<file path="src/rtl/hazard_pkg.sv">
// Shared constants for the pipeline hazard controller: forward-select
// encodings, Tuse/Tnew values and the jal link register.
package hazard_pkg;

   // Forward-mux select encodings, shared by the D, E and M consumers
   localparam logic [1:0] FWD_RF = 2'd0;
   localparam logic [1:0] FWD_E  = 2'd1;
   localparam logic [1:0] FWD_M  = 2'd2;
   localparam logic [1:0] FWD_W  = 2'd3;

   // Tuse / Tnew values; T_NONE marks an operand the instruction never reads
   localparam logic [1:0] T0     = 2'd0;
   localparam logic [1:0] T1     = 2'd1;
   localparam logic [1:0] T2     = 2'd2;
   localparam logic [1:0] T_NONE = 2'd3;

   // Link register written by jal
   localparam logic [4:0] REG_RA = 5'd31;

endpackage

</file>
<file path="src/rtl/hazard_tuse_tnew.sv">
// D-stage classifier: maps the instruction class flags to the destination
// register, the Tnew it carries into E and the Tuse of each source operand.
module hazard_tuse_tnew
   import hazard_pkg::*;
#(
   parameter int RA_W = 5,
   parameter int TN_W = 2
) (
   input  logic            d_rrcal,
   input  logic            d_rical,
   input  logic            d_lm,
   input  logic            d_sm,
   input  logic            d_b,
   input  logic            d_jal,
   input  logic            d_jr,
   input  logic [RA_W-1:0] d_rt,
   input  logic [RA_W-1:0] d_rd,
   output logic [RA_W-1:0] a3,
   output logic [TN_W-1:0] tnew,
   output logic [TN_W-1:0] tuse_rs,
   output logic [TN_W-1:0] tuse_rt
);

   // Class flags are one-hot; the if-chains only fix a deterministic order
   always_comb begin
      a3      = '0;
      tnew    = TN_W'(T0);
      tuse_rs = TN_W'(T_NONE);
      tuse_rt = TN_W'(T_NONE);

      if (d_rrcal)             a3 = d_rd;
      else if (d_rical || d_lm) a3 = d_rt;
      else if (d_jal)          a3 = RA_W'(REG_RA);

      if (d_rrcal || d_rical) tnew = TN_W'(T1);
      else if (d_lm)          tnew = TN_W'(T2);

      if (d_b || d_jr)                          tuse_rs = TN_W'(T0);
      else if (d_rrcal || d_rical || d_lm || d_sm) tuse_rs = TN_W'(T1);

      if (d_b)          tuse_rt = TN_W'(T0);
      else if (d_rrcal) tuse_rt = TN_W'(T1);
      else if (d_sm)    tuse_rt = TN_W'(T2);
   end

endmodule

</file>
<file path="src/rtl/hazard_ctrl.sv">
// Stall/forward controller for the 5-stage pipeline. Keeps its own E/M/W
// destination/Tnew scoreboard and derives the D-stage stall plus the forward
// selects for the D, E and M operand muxes.
module hazard_ctrl
   import hazard_pkg::*;
#(
   parameter int RA_W = 5,
   parameter int TN_W = 2
) (
   input  logic            clk,
   input  logic            reset_n,
   input  logic            d_rrcal,
   input  logic            d_rical,
   input  logic            d_lm,
   input  logic            d_sm,
   input  logic            d_b,
   input  logic            d_jal,
   input  logic            d_jr,
   input  logic [RA_W-1:0] d_rs,
   input  logic [RA_W-1:0] d_rt,
   input  logic [RA_W-1:0] d_rd,
   output logic            stall,
   output logic [1:0]      fwd_d_rs,
   output logic [1:0]      fwd_d_rt,
   output logic [1:0]      fwd_e_rs,
   output logic [1:0]      fwd_e_rt,
   output logic [1:0]      fwd_m_rt,
   output logic [RA_W-1:0] e_a3
);

   logic [RA_W-1:0] d_a3;
   logic [TN_W-1:0] d_tnew, d_tuse_rs, d_tuse_rt;

   logic [RA_W-1:0] e_rs_q, e_rs_d, e_rt_q, e_rt_d, e_a3_q, e_a3_d;
   logic [TN_W-1:0] e_tnew_q, e_tnew_d;
   logic [RA_W-1:0] m_rt_q, m_rt_d, m_a3_q, m_a3_d;
   logic [TN_W-1:0] m_tnew_q, m_tnew_d;
   logic [RA_W-1:0] w_a3_q, w_a3_d;

   logic rs_e, rs_m, rt_e, rt_m, rs_hz, rt_hz;

   hazard_tuse_tnew #(.RA_W(RA_W), .TN_W(TN_W)) u_tuse_tnew (
      .d_rrcal (d_rrcal),
      .d_rical (d_rical),
      .d_lm    (d_lm),
      .d_sm    (d_sm),
      .d_b     (d_b),
      .d_jal   (d_jal),
      .d_jr    (d_jr),
      .d_rt    (d_rt),
      .d_rd    (d_rd),
      .a3      (d_a3),
      .tnew    (d_tnew),
      .tuse_rs (d_tuse_rs),
      .tuse_rt (d_tuse_rt)
   );

   // $0 is hard-wired, so it never produces a dependency
   function automatic logic ra_match(input logic [RA_W-1:0] a, input logic [RA_W-1:0] b);
      return (a == b) && (a != '0);
   endfunction

   // Tnew counts down one per stage and bottoms out at 0
   function automatic logic [TN_W-1:0] tnew_dec(input logic [TN_W-1:0] t);
      return (t == '0) ? '0 : t - 1'b1;
   endfunction

   // D consumer: the nearest producer decides; a not-ready producer selects
   // the register file and the stall holds D until it is ready
   function automatic logic [1:0] sel_d(input logic me, input logic mm,
                                        input logic [TN_W-1:0] te, input logic [TN_W-1:0] tm);
      if (me)      return (te == '0) ? FWD_E : FWD_RF;
      else if (mm) return (tm == '0) ? FWD_M : FWD_RF;
      else         return FWD_RF;
   endfunction

   // E consumer: M is nearer than W; a not-ready M producer is picked up
   // later by the M-stage store-data forward
   function automatic logic [1:0] sel_e(input logic mm, input logic mw, input logic [TN_W-1:0] tm);
      if (mm)      return (tm == '0) ? FWD_M : FWD_RF;
      else if (mw) return FWD_W;
      else         return FWD_RF;
   endfunction

   // Stall and forward selects from the D fields and the registered scoreboard
   always_comb begin
      rs_e  = ra_match(d_rs, e_a3_q);
      rs_m  = ra_match(d_rs, m_a3_q);
      rt_e  = ra_match(d_rt, e_a3_q);
      rt_m  = ra_match(d_rt, m_a3_q);
      rs_hz = rs_e ? (d_tuse_rs < e_tnew_q) : (rs_m && (d_tuse_rs < m_tnew_q));
      rt_hz = rt_e ? (d_tuse_rt < e_tnew_q) : (rt_m && (d_tuse_rt < m_tnew_q));
      stall = rs_hz || rt_hz;

      fwd_d_rs = sel_d(rs_e, rs_m, e_tnew_q, m_tnew_q);
      fwd_d_rt = sel_d(rt_e, rt_m, e_tnew_q, m_tnew_q);
      fwd_e_rs = sel_e(ra_match(e_rs_q, m_a3_q), ra_match(e_rs_q, w_a3_q), m_tnew_q);
      fwd_e_rt = sel_e(ra_match(e_rt_q, m_a3_q), ra_match(e_rt_q, w_a3_q), m_tnew_q);
      fwd_m_rt = ra_match(m_rt_q, w_a3_q) ? FWD_W : FWD_RF;
      e_a3     = e_a3_q;
   end

   // Scoreboard advance: E takes D or a bubble on stall; M and W always move
   always_comb begin
      e_rs_d   = stall ? '0 : d_rs;
      e_rt_d   = stall ? '0 : d_rt;
      e_a3_d   = stall ? '0 : d_a3;
      e_tnew_d = stall ? '0 : d_tnew;
      m_rt_d   = e_rt_q;
      m_a3_d   = e_a3_q;
      m_tnew_d = tnew_dec(e_tnew_q);
      w_a3_d   = m_a3_q;
   end

   // Scoreboard registers; reset empties every stage
   always_ff @(posedge clk or negedge reset_n) begin
      if (!reset_n) begin
         e_rs_q   <= '0;
         e_rt_q   <= '0;
         e_a3_q   <= '0;
         e_tnew_q <= '0;
         m_rt_q   <= '0;
         m_a3_q   <= '0;
         m_tnew_q <= '0;
         w_a3_q   <= '0;
      end else begin
         e_rs_q   <= e_rs_d;
         e_rt_q   <= e_rt_d;
         e_a3_q   <= e_a3_d;
         e_tnew_q <= e_tnew_d;
         m_rt_q   <= m_rt_d;
         m_a3_q   <= m_a3_d;
         m_tnew_q <= m_tnew_d;
         w_a3_q   <= w_a3_d;
      end
   end

endmodule

</file>
<file path="config.mk">
export PLATFORM = sky130hd
export DESIGN_NAME = hazard_ctrl
export DESIGN_NICKNAME = d
export VERILOG_FILES = /design/src/rtl/hazard_pkg.sv /design/src/rtl/hazard_tuse_tnew.sv /design/src/rtl/hazard_ctrl.sv
export SDC_FILE = /design/constraint.sdc
export NUM_CORES = 1
export LEC_CHECK = 0
export ABC_CLOCK_PERIOD_IN_PS = 2600
export CORE_MARGIN = 2
export CORE_UTILIZATION = 50
export DETAILED_ROUTE_END_ITERATION = 10
export PLACE_DENSITY = 0.77
export SYNTH_ARGS = -nofsm -noshare
export SYNTH_HDL_FRONTEND = slang
export SYNTH_HIERARCHICAL = 1
export SYNTH_SLANG_ARGS = --single-unit
</file>
<file path="constraint.sdc">
create_clock -name clk -period 2.6 [get_ports clk]
set_input_delay 0.39 -clock clk [delete_from_list [all_inputs] [get_ports clk]]
set_output_delay 0.39 -clock clk [all_outputs]
set_load 0.1 [all_outputs]
</file>
==> reports/qor.yml, run 1 <==
synthesis:
  yosysSeqAreaShare_pct: 41.01
  netlist_instances: 213
  synth_edf_count: 0
  netlist_top_cells_area: "dfrtp_1, xnor2_1, xor2_1"
  synthFlopType: "dfrtp_1"
  yosysMostFrequentCell: "dfrtp_1"
  synth_area_leader_cell: "dfrtp_1"
  ys_async_sr_fraction_pct: 100.0
  yosysWarningCount: 6
  mappedNetlistArea_um2: 2074
  ys_types: 37
  synth_top_area_share_pct: 41.01
  yosys-top-cells-count: "dfrtp_1, nand3_1, xnor2_1, xor2_1, nor2_1"
  syn_nets: 241
  avgSynthCellArea_um2: 9.739
  ys_seq_elements: 34
global_routing:
  grt_max_degree: 35
  first_global_vias: 1728
  grt_usage_pct: 23.80
  antenna_found_initial: 0
  grt_first_pass_wirelength_um: 8031
  gr-total-overflow: 0
floorplanning:
  io_pins: 40
  start_util_pct: 51.86
  core-area_um2: 4000
  std_cell_rows: 23
  die_w_um: 68.41
  dieArea_um2: 4680
  die_h_um: 68.41
clocking:
  clkSinkCount: 34
  htreeDepth: 2
  cts_root_buffer: "clkbuf_8"
  cts_tree: "done"
  path_clk_slew_ns: 0.06
  cts_inserted_buffers: 5
  clock_latency_ns: 0.29
  clk_path_buf_depth: 2
  hold_buffers: 0
drt:
  wl_per_cell_um: 15.06
  wl_um: 4941
  drt_iter0_markers: 43
  via_per_inst: 5.326
  vias: 1747
  ant_nets: 0
  drt-pass1-iter-count: 4
  drc: 0
worst_setup_path:
  cp.arrival_ns: 2.16
  setup.worst_path.start_class: "input pin"
  crit_chain: "dlygate4sd2_1, or4_4, o211ai_1, a211oi_4, o2bb2ai_4, nand3b_1, buf_12"
  cp.required_ns: 2.21
  critPathKind: "in -> out"
  cpMaxStageDelayCell: "or4_4"
  worstReg2RegEnd: "e_rs_q[2]"
  ff2ff_setup_slack_ns: 0.63
  worst-path-max-fanout: 3
  r2r_cells: 6
  crit_buf_inv: 2
  cp_slowest_stage_delay_ns: 0.54
  crit_family: "simple AND/OR/NAND/NOR gates"
  r2r-start: "m_a3_q[3]"
  endpoint_kind: "output pin"
sta:
  final.setup.tns_ns: 0
  timing.final.crit_share_pct: 97.97
  max-slew-margin-rel_pct: 71.46
  setup-violations-final: 0
  fmax_ghz: 0.3926
  tightestPinTransition_ns: 0.4281
  setup_ws_ns: 0.05267
  finalCriticalPeriod_ns: 2.547
  finalHoldViolCount: 0
  rsz0062_at_grt: "true"
  timing.hold.ws_ns: 0.4460
  slew_viol_final: 0
  fin_worst_skew_ns: 0.009614
worst_hold_path:
  min_to: "e_rs_q[4]"
  min_from: "d_rs[4]"
  min_path_type: "in -> reg"
  hold_depth: 3
power_and_ir_drop:
  power_frac_seq_pct: 39.3
  power.internal_uw: 1098
  worst_ir_drop_vdd_uv: 304.6
  leakage_uw: 0.001347
  p_comb_share_pct: 32.7
  power_switching_uw: 622.3
  power.density_nw_per_um2: 587.2
  switching_share_pct: 36.18
  power_frac_clock_pct: 28.0
layout:
  area_delta_synth_final_pct: 41.19
  layout-drive-gt1-share_pct: 30.58
  fillCellCount: 304
  n_antenna_cell: 0
  multiInputGateArea_um2: 1207
  seq_area_um2: 870.8
  final_cell_area_um2: 2929
  nNetsFinal: 305
placed_design:
  dpl_cell_area_um2: 2781
  portBuffers: 39
  dp_hpwl_um: 3773
  routabilityCongestion: 0.8441
  dp_worst_setup_slack_ns: -0.1068
job:
  drv_cap: 0
status:
  status: "finished clean"
[worst max-delay path by stage]
stage	from	to	slack, ns	cells after the start
6_report	d_rt[1]	stall	0.05	7
5_1_grt	d_sm	stall	-0.01	8
4_1_cts	d_b	stall	-0.04	8
3_5_place_dp	d_rrcal	stall	-0.11	8
3_3_place_gp	d_rrcal	stall	-0.09	8
2_1_floorplan	d_rrcal	stall	-0.20	7
[cell usage in the layout (no fill, tap or decap), types with 2 or more instances in the layout]
master,netlist,routed
dlygate4sd2_1,0,6
nor2_4,1,2
or2_2,4,4
nor2_2,9,10
clkdlybuf4s50_1,0,7
o311ai_1,5,5
nand3_1,22,22
clkdlybuf4s15_1,0,2
buf_4,1,35
clkbuf_8,0,5
nor4b_1,2,2
nor3_1,9,7
nand2_1,11,11
nand4_1,2,2
o2111a_1,2,2
xor2_1,22,22
xnor2_1,22,22
nor2_1,21,19
inv_1,9,9
a21oi_1,5,5
nor3_4,1,3
ha_1,4,4
dfrtp_4,0,5
buf_12,1,7
dlymetal6s2s_1,0,8
dfrtp_1,34,28
nand2b_1,4,4
clkinv_2,0,2
[metrics by stage]
stage	util [%]	power, µW	std cells
after floorplan	-	1052	213
after global placement	69.53	1234	319
after detailed placement	69.53	1249	319
after CTS	72.29	1728	327
after global routing	73.22	1803	328
final	73.22	1720	328
[power by group through the flow]
stage / Combinational [µW] / Sequential [µW] / Clock [µW]
final: 563 / 677 / 481
after global routing: 605 / 686 / 512
after CTS: 566 / 678 / 484
after detailed placement: 561 / 688 / 0
after global placement: 550 / 684 / 0
after floorplan: 327 / 726 / 0
[tightest hold or removal path, stage by stage]
cell and delay (ns):
dlymetal6s2s_1 0.18, nand3_1 0.09, nor2_1 0.04
[cell type report]
| class | instances | share of cell area, % |
|---|---|---|
| multi-input cells | 162 | 41.22 |
| flip-flops and latches | 34 | 29.73 |
| repair buffers | 65 | 22.04 |
| clock buffers | 5 | 2.349 |
| well taps | 50 | 2.136 |
| clock inverters | 3 | 1.367 |
| inverters | 9 | 1.153 |
[sequential cells by signal, indices dropped and copies added, names as in the netlist]
signal    flops
e_rt_q        5
m_rt_q        5
m_a3_q        5
e_tnew_q      2
e_rs_q        5
e_a3          5
m_tnew_q      2
w_a3_q        5
[logic make-up after synthesis]
| group | synth area share (%) |
|---|---|
| AND/OR/NAND/NOR | 25.87 |
| XOR/XNOR | 18.58 |
| flip-flops | 41.01 |
| AO/OA/AOI/OAI | 7.419 |
| buffers and inverters | 4.704 |
| adder cells (fa/ha/maj) | 2.413 |
[per-layer routing]
| metal | wire length [µm] | global-route usage, % | share of wire [%] |
|---|---|---|---|
| met1 | 2065 | 27.56 | 42 |
| met5 | 0 | 0 | 0 |
| met4 | 51 | 5.250 | 1.0 |
| met2 | 2668 | 43.99 | 54 |
| met3 | 155 | 5.592 | 3.1 |
[timing repair]
item,4_1_cts,5_1_grt
gates cloned,0,0
setup endpoints to repair,2,3
buffers inserted,0,1
resized for setup,10,13
pin swaps,3,8
endpoints found under the hold margin,0,0
(Power assumes the default switching activity.)
==> run 2, diff against run 1 <==
Settings changed: CORE_MARGIN 2 to 3.
==> run 2 against run 1 <==
Critical path depth is the same. Sequential share of layout area is essentially flat. Combinational power grew 2%. Clock-buffer cell count grew 2. Core utilization grew 3.5 points. Via count grew 1.8%. Final cell count grew 0.91%. First-iteration DRC count grew 120%. Total power shrank 3.8%. Sequential power is essentially flat. Worst hold slack gained 0.0046 ns. Flip-flop and latch count is the same.
==> reports/qor.yml, run 2 (synthesized netlist as in run 1, its figures left out) <==
status:
  status: "finished clean"
worst_setup_path:
  ff2ff_setup_slack_ns: 0.56
  worstReg2RegEnd: "e_rs_q[2]"
  cp.required_ns: 2.21
  setup.worst_path.start_class: "input pin"
  cp.arrival_ns: 2.15
  startpoint: "d_rt[4]"
  critPathKind: "in -> out"
  r2r_cells: 7
  endpoint_kind: "output pin"
  worst-path-max-fanout: 4
  r2r-start: "m_a3_q[3]"
  crit_path_end: "stall"
layout:
  fillCellCount: 283
  fin_cells: 331
  layout_commonest_cell: "buf_4"
  nNetsFinal: 310
  layout-drive-gt1-share_pct: 31.80
  final_cell_mix: "buf_4, dfrtp_1, xnor2_1, nand3_1, xor2_1"
  area_delta_synth_final_pct: 41.56
  n_antenna_cell: 0
power_and_ir_drop:
  finalPower_uw: 1654
  power.density_nw_per_um2: 563.4
  worst_ir_drop_vdd_uv: 360.3
  leakage_uw: 0.001341
floorplanning:
  start_util_pct: 54.22
  die_h_um: 70.41
  dieArea_um2: 4958
  core-area_um2: 3826
  io_pins: 40
  die_w_um: 70.41
  std_cell_rows: 22
sta:
  slew_viol_final: 0
  finalHoldViolCount: 0
  max-slew-margin-rel_pct: 44.54
  setup-violations-final: 0
  timing.hold.ws_ns: 0.4506
  finalCriticalPeriod_ns: 2.538
  rsz0062_at_grt: "false"
  timing.final.crit_share_pct: 97.63
  fin_worst_skew_ns: 0.003508
  fmax_ghz: 0.3939
  final.setup.tns_ns: 0
  tightestPinTransition_ns: 0.8293
clocking:
  path_clk_slew_ns: 0.07
  clkSinkCount: 34
  cts_inserted_buffers: 5
  cts_tree: "done"
  cts_root_buffer: "clkbuf_8"
  htreeDepth: 2
  clk_path_buf_depth: 2
  clock_latency_ns: 0.29
drt:
  wl_um: 4900
  drc: 0
  wl_per_cell_um: 14.80
  drt-pass1-iter-count: 4
  vias: 1778
  ant_nets: 0
  drt_iter0_markers: 95
  via_per_inst: 5.372
placed_design:
  placed_cells: 319
  portBuffers: 39
  dp_hpwl_um: 3764
  routabilityCongestion: 0.8522
global_routing:
  antenna_found_initial: 0
  grt_usage_pct: 21.80
  gr-total-overflow: 0
  first_global_vias: 1796
  grt_first_pass_wirelength_um: 8445
  grt_max_degree: 19
worst_hold_path:
  min_path_type: "reg -> reg"
  min_from: "m_a3_q[2]"
job:
  drv_cap: 0
[run 2: cell count changes in the layout (fill, tap and decap cells not counted), sizes merged, moves of 2 or more]
cell           before  now
dlymetal6s2s        8    5
clkbuf              5    7
buf                42   47
dlygate4sd2         6   10
clkdlybuf4s15       2    0
[run 2: layout make-up]
cell class | count | area (µm²) | share of cell area (%)
timing repair buffer | 70 | 670.6 | 22.84
tap | 48 | 60.06 | 2.045
inverter | 9 | 33.78 | 1.150
sequential | 34 | 872.1 | 29.70
clock buffer | 7 | 86.33 | 2.940
clock inverter | 1 | 5.005 | 0.1704
multi-input combinational | 162 | 1209 | 41.16
[run 2: power by group]
part | total, µW | switching (µW) | internal, µW
logic | 577 | 340 | 238
clock network | 403 | 189 | 213
registers | 674 | 84.8 | 590
total | 1650 | 614 | 1040
[run 2: timing repair]
action	4_1_cts	5_1_grt
hold buffers	0	0
buffers inserted	2	2
gates cloned	0	0
pin swaps	9	5
setup endpoints to repair	3	3
gates resized for setup	13	9
[run 2: critical path, cell delays in order]
cell and delay (ns):
dlygate4sd2_1 0.29, or4_4 0.55, o211ai_1 0.27, a211oi_4 0.09, o2bb2ai_4 0.14, nand3b_1 0.22, buf_12 0.20
[run 2: stage by stage]
| stage | util (%) | worst slack [ns] | cell area (µm²) |
|---|---|---|---|
| after floorplan | - | -0.1957 | 2167 |
| after global placement | 73.02 | -0.08413 | 2794 |
| after detailed placement | 73.02 | -0.1329 | 2794 |
| after CTS | 75.74 | 0.01251 | 2898 |
| after global routing | 76.75 | 0.002059 | 2937 |
| final | 76.75 | 0.06160 | 2937 |
[run 2: layer usage]
metal | track usage [%] | vias to the layer above | part of all wire, %
met2 | 37.21 | 51 | 51
li1 | - | 862 | -
met3 | 5.468 | 15 | 4.6
met5 | 0 | - | 0
met1 | 26.36 | 850 | 42
met4 | 7.872 | 0 | 2.3
[run 2: worst min-delay path by stage]
stage	to	slack [ns]	cells past startpoint
3_5_place_dp	m_rt_q[1]	0.44	0
6_report	w_a3_q[2]	0.45	0
4_1_cts	m_rt_q[1]	0.46	0
5_1_grt	w_a3_q[2]	0.46	0
3_3_place_gp	m_rt_q[1]	0.44	0
2_1_floorplan	e_rs_q[0]	0.09	0
==> run 3, diff against run 2 <==
Settings changed: ABC_AREA set to 1, CORE_ASPECT_RATIO set to 1.2.
==> run 3 against run 2 <==
First-iteration DRC count is 48% lower. Area after synthesis is 5.2% higher. Maximum frequency is 0.63% higher. Total power is 0.20% higher. Critical path depth is 4 higher. Global-route usage is 1.1 points lower. Cell area is 2.1% lower. Sequential power is 3.3% lower. Critical path type unchanged.
==> reports/qor.yml, run 3 <==
synthesis:
  ys_async_sr_fraction_pct: 100.0
  synth.area.mux_share_pct: 0
  synth-xor-area-share_pct: 11.24
  avgSynthCellArea_um2: 7.656
  synth_top_area_share_pct: 38.99
  ys_seq_elements: 34
  synthFlopType: "dfrtp_1"
  syn_nets: 313
  netlist_instances: 285
  synth_area_leader_cell: "dfrtp_1"
  yosysMostFrequentCell: "nand2_1"
  synthSimpleGateAreaFrac_pct: 34.98
  yosys-top-cells-count: "nand2_1, inv_1, dfrtp_1"
  yosysWarningCount: 6
  ys_types: 30
  mappedNetlistArea_um2: 2182
  synth_compound_area_share_pct: 3.096
  netlist_top_cells_area: "dfrtp_1, nand2_1, xnor2_1"
  synth_top_family_by_area: "simple AND/OR/NAND/NOR gates"
  yosysSeqAreaShare_pct: 38.99
  synth_edf_count: 0
  synth-adder-area-share_pct: 2.294
global_routing:
  grt_busiest_layer: "met2"
  grtUsageMet3_pct: 5.150
  first_global_vias: 1903
  gr-total-overflow: 0
  grtUsageMet1_pct: 22.18
  grt_usage_pct: 20.73
  grt_max_degree: 35
  grt_first_pass_wirelength_um: 8328
  antenna_found_initial: 0
  grt_use_met2_pct: 39.13
sta:
  tightestPinTransition_ns: 0.4289
  timing.hold.ws_ns: 0.4516
  timing.final.crit_share_pct: 97.02
  max-slew-margin-rel_pct: 71.40
  slew_viol_final: 0
  fin_worst_skew_ns: 0.005863
  setup-violations-final: 0
  finalCriticalPeriod_ns: 2.522
  setup_ws_ns: 0.07753
  fmax_ghz: 0.3964
  finalHoldViolCount: 0
layout:
  nNetsFinal: 361
  layout-drive-gt1-share_pct: 18.26
  fillCellCount: 336
  final_cell_mix: "nand2_1, inv_1, dfrtp_1"
  layout_commonest_cell: "nand2_1"
  seq_area_um2: 850.8
  multiInputGateArea_um2: 1179
  area_delta_synth_final_pct: 31.77
  n_antenna_cell: 0
clocking:
  clock_latency_ns: 0.29
  cts_root_buffer: "clkbuf_8"
  clk_path_buf_depth: 2
  hold_buffers: 0
  htreeDepth: 2
  cts_tree: "done"
  path_clk_slew_ns: 0.07
  clkSinkCount: 34
  cts_inserted_buffers: 5
worst_hold_path:
  hold_depth: 0
  min_path_type: "reg -> reg"
placed_design:
  routabilityCongestion: 0.8804
  dp_hpwl_um: 3876
  dp_worst_setup_slack_ns: 0.04045
  portBuffers: 39
drt:
  drt-pass1-iter-count: 4
  ant_nets: 0
  drt_iter0_markers: 49
  vias: 1913
  drc: 0
  wl_per_cell_um: 12.68
  wl_um: 4918
  via_per_inst: 4.930
worst_setup_path:
  endpoint_kind: "output pin"
  setup.worst_path.start_class: "input pin"
  critPathKind: "in -> out"
  r2r_cells: 9
  cp.required_ns: 2.21
  worst-path-max-fanout: 2
  cp.arrival_ns: 2.13
power_and_ir_drop:
  power_frac_seq_pct: 39.3
  power.density_nw_per_um2: 576.6
  leakage_uw: 0.001421
  switching_share_pct: 35.82
  p_comb_share_pct: 31.7
  finalPower_uw: 1658
  power_switching_uw: 593.9
  worst_ir_drop_vdd_uv: 321.7
  power.internal_uw: 1064
  power_frac_clock_pct: 28.9
floorplanning:
  std_cell_rows: 25
  io_pins: 40
  die_h_um: 78.37
  dieArea_um2: 5196
  start_util_pct: 53.66
  core-area_um2: 4066
  die_w_um: 66.31
status:
  status: "finished clean"
job:
  drv_cap: 0
-- run 3: cell types whose count changed in the layout (fill, tap and decap cells not counted), moves of 9 or more --
cell,previous run,this run
xor2_1,22,9
dlygate4sd2_1,10,0
buf_4,40,13
nor2_4,2,11
nand2_1,11,86
inv_1,9,37
nand3_1,22,8
clkdlybuf4s50_1,8,22
-- run 3: final cells by class --
class / count / share of cell area [%]
Clock inverter: 1 / 1.044
Inverter: 43 / 5.614
Multi-Input combinational cell: 204 / 40.99
Clock buffer: 7 / 2.654
Timing Repair Buffer: 45 / 17.75
Sequential cell: 34 / 29.59
Tap cell: 54 / 2.350
-- run 3: metal layers --
metal	up-vias	routed length, µm
met2	43	2698
li1	969	-
met3	5	270
met1	896	1892
met5	-	0
met4	0	57
-- run 3: what timing repair did --
| item | CTS | global route |
|---|---|---|
| setup endpoints to repair | 0 | 1 |
| endpoints found under the hold margin | 0 | 0 |
| gates resized for setup | 0 | 1 |
| buffers inserted | 0 | 1 |
-- run 3: worst paths after layout --
kind	from	to	slack, ns
worst max-delay path	d_rical	stall	0.08
worst min-delay path	e_a3[4]	m_a3_q[4]	0.45
worst max register to register	e_tnew_q[1]	e_rt_q[4]	0.73
worst min register to register	e_a3[4]	m_a3_q[4]	0.45
max in group asynchronous	reset_n	m_a3_q[3]	1.78
min in group asynchronous	reset_n	w_a3_q[1]	0.52
-- run 3: power by group through the flow --
stage	clock, µW	combinational (µW)	sequential, µW
floorplan	0	317	703
global route	507	569	662
CTS	483	529	654
finish	480	526	652
detailed placement	0	527	664
global placement	0	516	662
-- run 3: cells by family after synthesis --
family	count (synthesis)
simple gates	159
fa+ha+maj	4
flops	34
compound gates	13
xor+xnor	28
buf+inv	47
-- run 3: stage by stage --
stage	instances	cell area [µm²]	utilization (%)	TNS, ns
floorplan	285	2235	-	0
global placement	379	2759	67.85	0
detailed placement	379	2759	67.85	0
CTS	387	2865	70.46	0
global route	388	2875	70.71	-0.003970
finish	388	2875	70.71	0
-- run 3: worst max-delay path, cell delays in order --
cell             delay (ns)
clkdlybuf4s50_1        0.45
nor2_2                 0.12
nand2_1                0.07
nor3_2                 0.21
ha_1                   0.27
a21oi_1                0.14
nand3_1                0.09
nand2_1                0.08
inv_1                  0.06
nand3_4                0.07
buf_12                 0.18
==> RTL edit 1, RTL diff (config.mk and constraints of run 1) <==
`TN_W` is set to 2 in 2 places; all go to 3.
--- a/src/rtl/hazard_tuse_tnew.sv
+++ b/src/rtl/hazard_tuse_tnew.sv
@@ -6,3 +6,3 @@
    parameter int RA_W = 5,
-   parameter int TN_W = 2
+   parameter int TN_W = 3
 ) (
--- a/src/rtl/hazard_ctrl.sv
+++ b/src/rtl/hazard_ctrl.sv
@@ -7,3 +7,3 @@
    parameter int RA_W = 5,
-   parameter int TN_W = 2
+   parameter int TN_W = 3
 ) (
Formal check against the unedited RTL: no difference found for any inputs over 10 cycles, from zero or initial values and one cycle with reset_n low; that may be too few to reach the edited logic, so the function may still have changed.
==> RTL edit 1 against run 1 <==
- sequential cell count is 2 higher
- wire length is 5.1% higher
- sequential share of layout area is 0.35 points higher
- largest cell class unchanged
- clock power is 3% higher
- maximum frequency is 0.18% lower
- cell count is 6.1% higher
- utilization is 3.0 points lower
- area after synthesis is 6.3% higher
- global-route usage is 2.1 points lower
- power is 11% higher
- setup slack worse by 0.0047 ns
- largest power group unchanged
- final area is 2.9% higher
==> RTL edit 1: results (changes against run 1) <==
status:
  run_status: "complete, no violations"
finish:
  fill_cells: 332  # +9.2%
  drive_gt1_share_pct: 24.7  # -5.9 points
grt:
  use_met1_pct: 25.1  # -2.4 points
  track_usage_pct: 21.7  # -2.1 points
  use_met3_pct: 4.76  # -0.83 points
  grt_max_degree: 37  # +5.7%
  grtUsageMet2_pct: 41.0  # -3.0 points
  grt_pass1_wl_um: 8410  # +4.7%
power_and_ir_drop:
  total_power_mw: 1.90  # +11%
  leakage_nw: 1.42  # +5.5%
  p_seq_mw: 0.739  # +9.2%
  vdd_ir_drop_max_mv: 0.457  # +50%
placement:
  dpl_worst_slack_ns: -0.0684  # +0.0383 ns
  gp_congestion: 0.825  # -2.3%
worst_hold_path:
  min_to: "e_rs_q[3]$_DFF_PN0_"
drt:
  route.met3.wl_um: 141  # -9.0%
  met2WireLength_um: 2890  # +8.3%
  initialDrtViolationCount: 89  # +110%
critical_path:
  path_max_fanout: 2  # -1
  crit_slowest_cell: "clkdlybuf4s50_1"
  r2r-end: "e_tnew_q[0]$_DFF_PN0_"
  startpoint: "d_jr"
  slowest_delay_ns: 0.47  # -0.07 ns
yosys:
  seq_area_frac_synth_pct: 40.9  # -0.15 points
  synthAdderAreaFrac_pct: 5.68  # +3.3 points
  synth_cell_types: 32  # -14%
  synth.area.top_cells: "dfrtp_1, xnor2_1, xor2_1"
timing:
  clock_skew_ns: 0.00868  # -0.000932 ns
  setup_slack_ns: 0.0480  # -0.00470 ns
floorplanning:
  rows: 24  # +4.3%
RTL edit 1: cell types whose count changed after synthesis, moves of 4 or more:
cell	delta
a21o_1	+4
nor2_2	-9
nor3_1	+18
buf_4	+4
nand3_1	-17
ha_1	+6
inv_1	+22
buf_2	-4
RTL edit 1: per-stage QoR:
step	instance area, um^2	hold WS [ns]	utilization, %	TNS, ns	std cells
2_1_floorplan	2230	0.0944	-	0	235
3_3_place_gp	2830	0.443	65.8	-0.0472	338
3_5_place_dp	2830	0.445	65.8	-0.0684	338
4_1_cts	2940	0.464	68.5	0	346
5_1_grt	3020	0.460	70.2	-0.00494	348
6_report	3020	0.456	70.2	0	348
RTL edit 1: area by class of cell:
type | instances | share of cell area [%]
clock buffer | 5 | 2.28
clock inverter | 3 | 1.41
inverter | 31 | 3.86
multi-input combinational | 161 | 40.2
sequential | 36 | 30.1
tap | 52 | 2.16
timing repair buffer | 60 | 20.0
==> RTL edit 2, RTL diff (config.mk and constraints of run 1) <==
Made on the original files. Make the reset (`reset_n`) synchronous in one clocked block.
--- a/src/rtl/hazard_ctrl.sv
+++ b/src/rtl/hazard_ctrl.sv
@@ -115,3 +115,3 @@
    // Scoreboard registers; reset empties every stage
-   always_ff @(posedge clk or negedge reset_n) begin
+   always_ff @(posedge clk) begin
       if (!reset_n) begin
Formal check against the unedited RTL: differs if reset_n is asserted again (counterexample within 4 cycles, from zero or initial values and one cycle with reset_n low); with reset_n held inactive, the same outputs for 10 cycles.
==> RTL edit 2 against run 1 <==
- sequential cell count stayed put
- utilization shrank 3.1 points
- via count shrank 0.29%
- combinational power decreased by 15%
- power fell by 11%
- hold slack improved by 0.0079 ns
- wire length fell by 3.8%
- final area fell by 5.6%
- synthesized cell count is 11% higher
- area after synthesis decreased by 2.7%
- critical path depth rose by 2
- setup slack better by 0.061 ns
- largest cell class unchanged
- largest power group unchanged
- highest routed layer unchanged
==> RTL edit 2: results (changes against run 1) <==
critical_path:
  r2r_slack_ns: 0.67  # +0.04 ns
  cp.arrival_ns: 2.10  # -0.06 ns
  slowest_delay_ns: 0.48  # -0.06 ns
  crit_slowest_cell: "clkdlybuf4s50_1"
  path_max_fanout: 2  # -1
  path_delay_family: "buffers and inverters"
drt:
  dr.pass1.iters: 4  # unchanged
  initialDrtViolationCount: 76  # +77%
  route.met3.wl_um: 162  # +4.5%
  vias: 1742  # -0.29%
  top_layer: "met4"
  drt_wl_total_um: 4750  # -3.8%
  routedLengthMet1_um: 1950  # -5.7%
placement:
  gp_congestion: 0.857  # +1.6%
  dp_hpwl_um: 3710  # -1.8%
  placed_cell_area_mm2: 0.00262  # -5.8%
  dpl_worst_slack_ns: 0.00172  # +0.108 ns
  post-place-cells: 334  # +4.7%
power_and_ir_drop:
  leakage_nw: 1.33  # -1.3%
  vdd_ir_drop_max_mv: 0.354  # +16%
timing:
  setup_slack_ns: 0.114  # +0.0611 ns
  clock_skew_ns: 0.00462  # -0.00499 ns
  fin_hold_ws_ns: 0.454  # +0.00788 ns
  worst_pin_slew_ns: 0.620  # +0.192 ns
finish:
  fill_cells: 309  # +1.6%
  instances_no_fill: 342  # +4.3%
  nNetsFinal: 320  # +4.9%
  drive_gt1_share_pct: 25.0  # -5.6 points
yosys:
  synth.area.top_cells: "dfxtp_1, xor2_1, xnor2_1"
  synthTopCellsByCount: "dfxtp_1, nand2_1, xor2_1"
  seq_area_frac_synth_pct: 33.7  # -7.3 points
  synth_flop_cell: "dfxtp_1"
  ys_async_sr_fraction_pct: 0  # -100 points
  netlist_instances: 237  # +11%
  synth_cell_types: 31  # -16%
  synth_nets: 266  # +10%
status:
  run_status: "complete, no violations"
grt:
  track_usage_pct: 23.4  # -0.38 points
  grt_pass1_vias: 1770  # +2.4%
  grt_max_degree: 19  # -46%
  grt_pass1_wl_um: 7940  # -1.1%
==> RTL edit 2: final timing paths <==
path,start,cells after the start,to
worst max-delay path,d_sm,9,stall
worst max register to register,m_a3_q[4]$_SDFF_PN0_,6,e_rt_q[4]$_SDFF_PP0_
worst min register to register,e_tnew_q[0]$_SDFF_PP0_,1,m_tnew_q[0]$_SDFF_PP0_
worst min-delay path,d_rt[0],3,e_rt_q[0]$_SDFF_PP0_
==> RTL edit 2: kinds of logic (layout without fill, tap and decap cells) <==
family | count (synthesis) | count (layout) | synth area share [%]
xor gates and xnor gates | 44 | 44 | 19.1
AOI/OAI and AO/OA | 15 | 15 | 6.51
adders and majority gates | 5 | 5 | 3.10
DFF | 34 | 34 | 33.7
buffers and inverters | 22 | 77 | 5.58
and+or+nand+nor | 117 | 117 | 32.0
==> RTL edit 2: worst min-delay path: stages <==
cell and delay, ns:
dlymetal6s2s_1 0.18, nand2_1 0.09, nor3_2 0.03
==> RTL edit 2: timing repair <==
action	in CTS	in global routing
gates cloned	0	0
hold buffers	0	0
pin swaps	1	4
setup endpoints to repair	1	2
endpoints found under the hold margin	0	0
gates resized for setup	1	12
==> RTL edit 2: layer usage <==
metal | GRT usage (%) | vias to the layer above
met5 | 0 | -
met2 | 41.9 | 41
met3 | 5.83 | 9
li1 | - | 897
met4 | 10.7 | 0
met1 | 25.8 | 795
==> RTL edit 2: cell type report <==
class,instances,area [um^2],share of cell area [%]
multi-input cells,181,1260,45.5
flip-flops and latches,34,687,24.8
repair buffers,59,611,22.1
clock buffers,8,110,3.98
well taps,50,62.6,2.26
inverters,10,37.5,1.36
==> RTL edit 2: where the power goes <==
group	internal [mW]	total, mW	switching (mW)
combinational	0.189	0.480	0.291
sequential	0.553	0.592	0.0391
clock	0.267	0.454	0.186
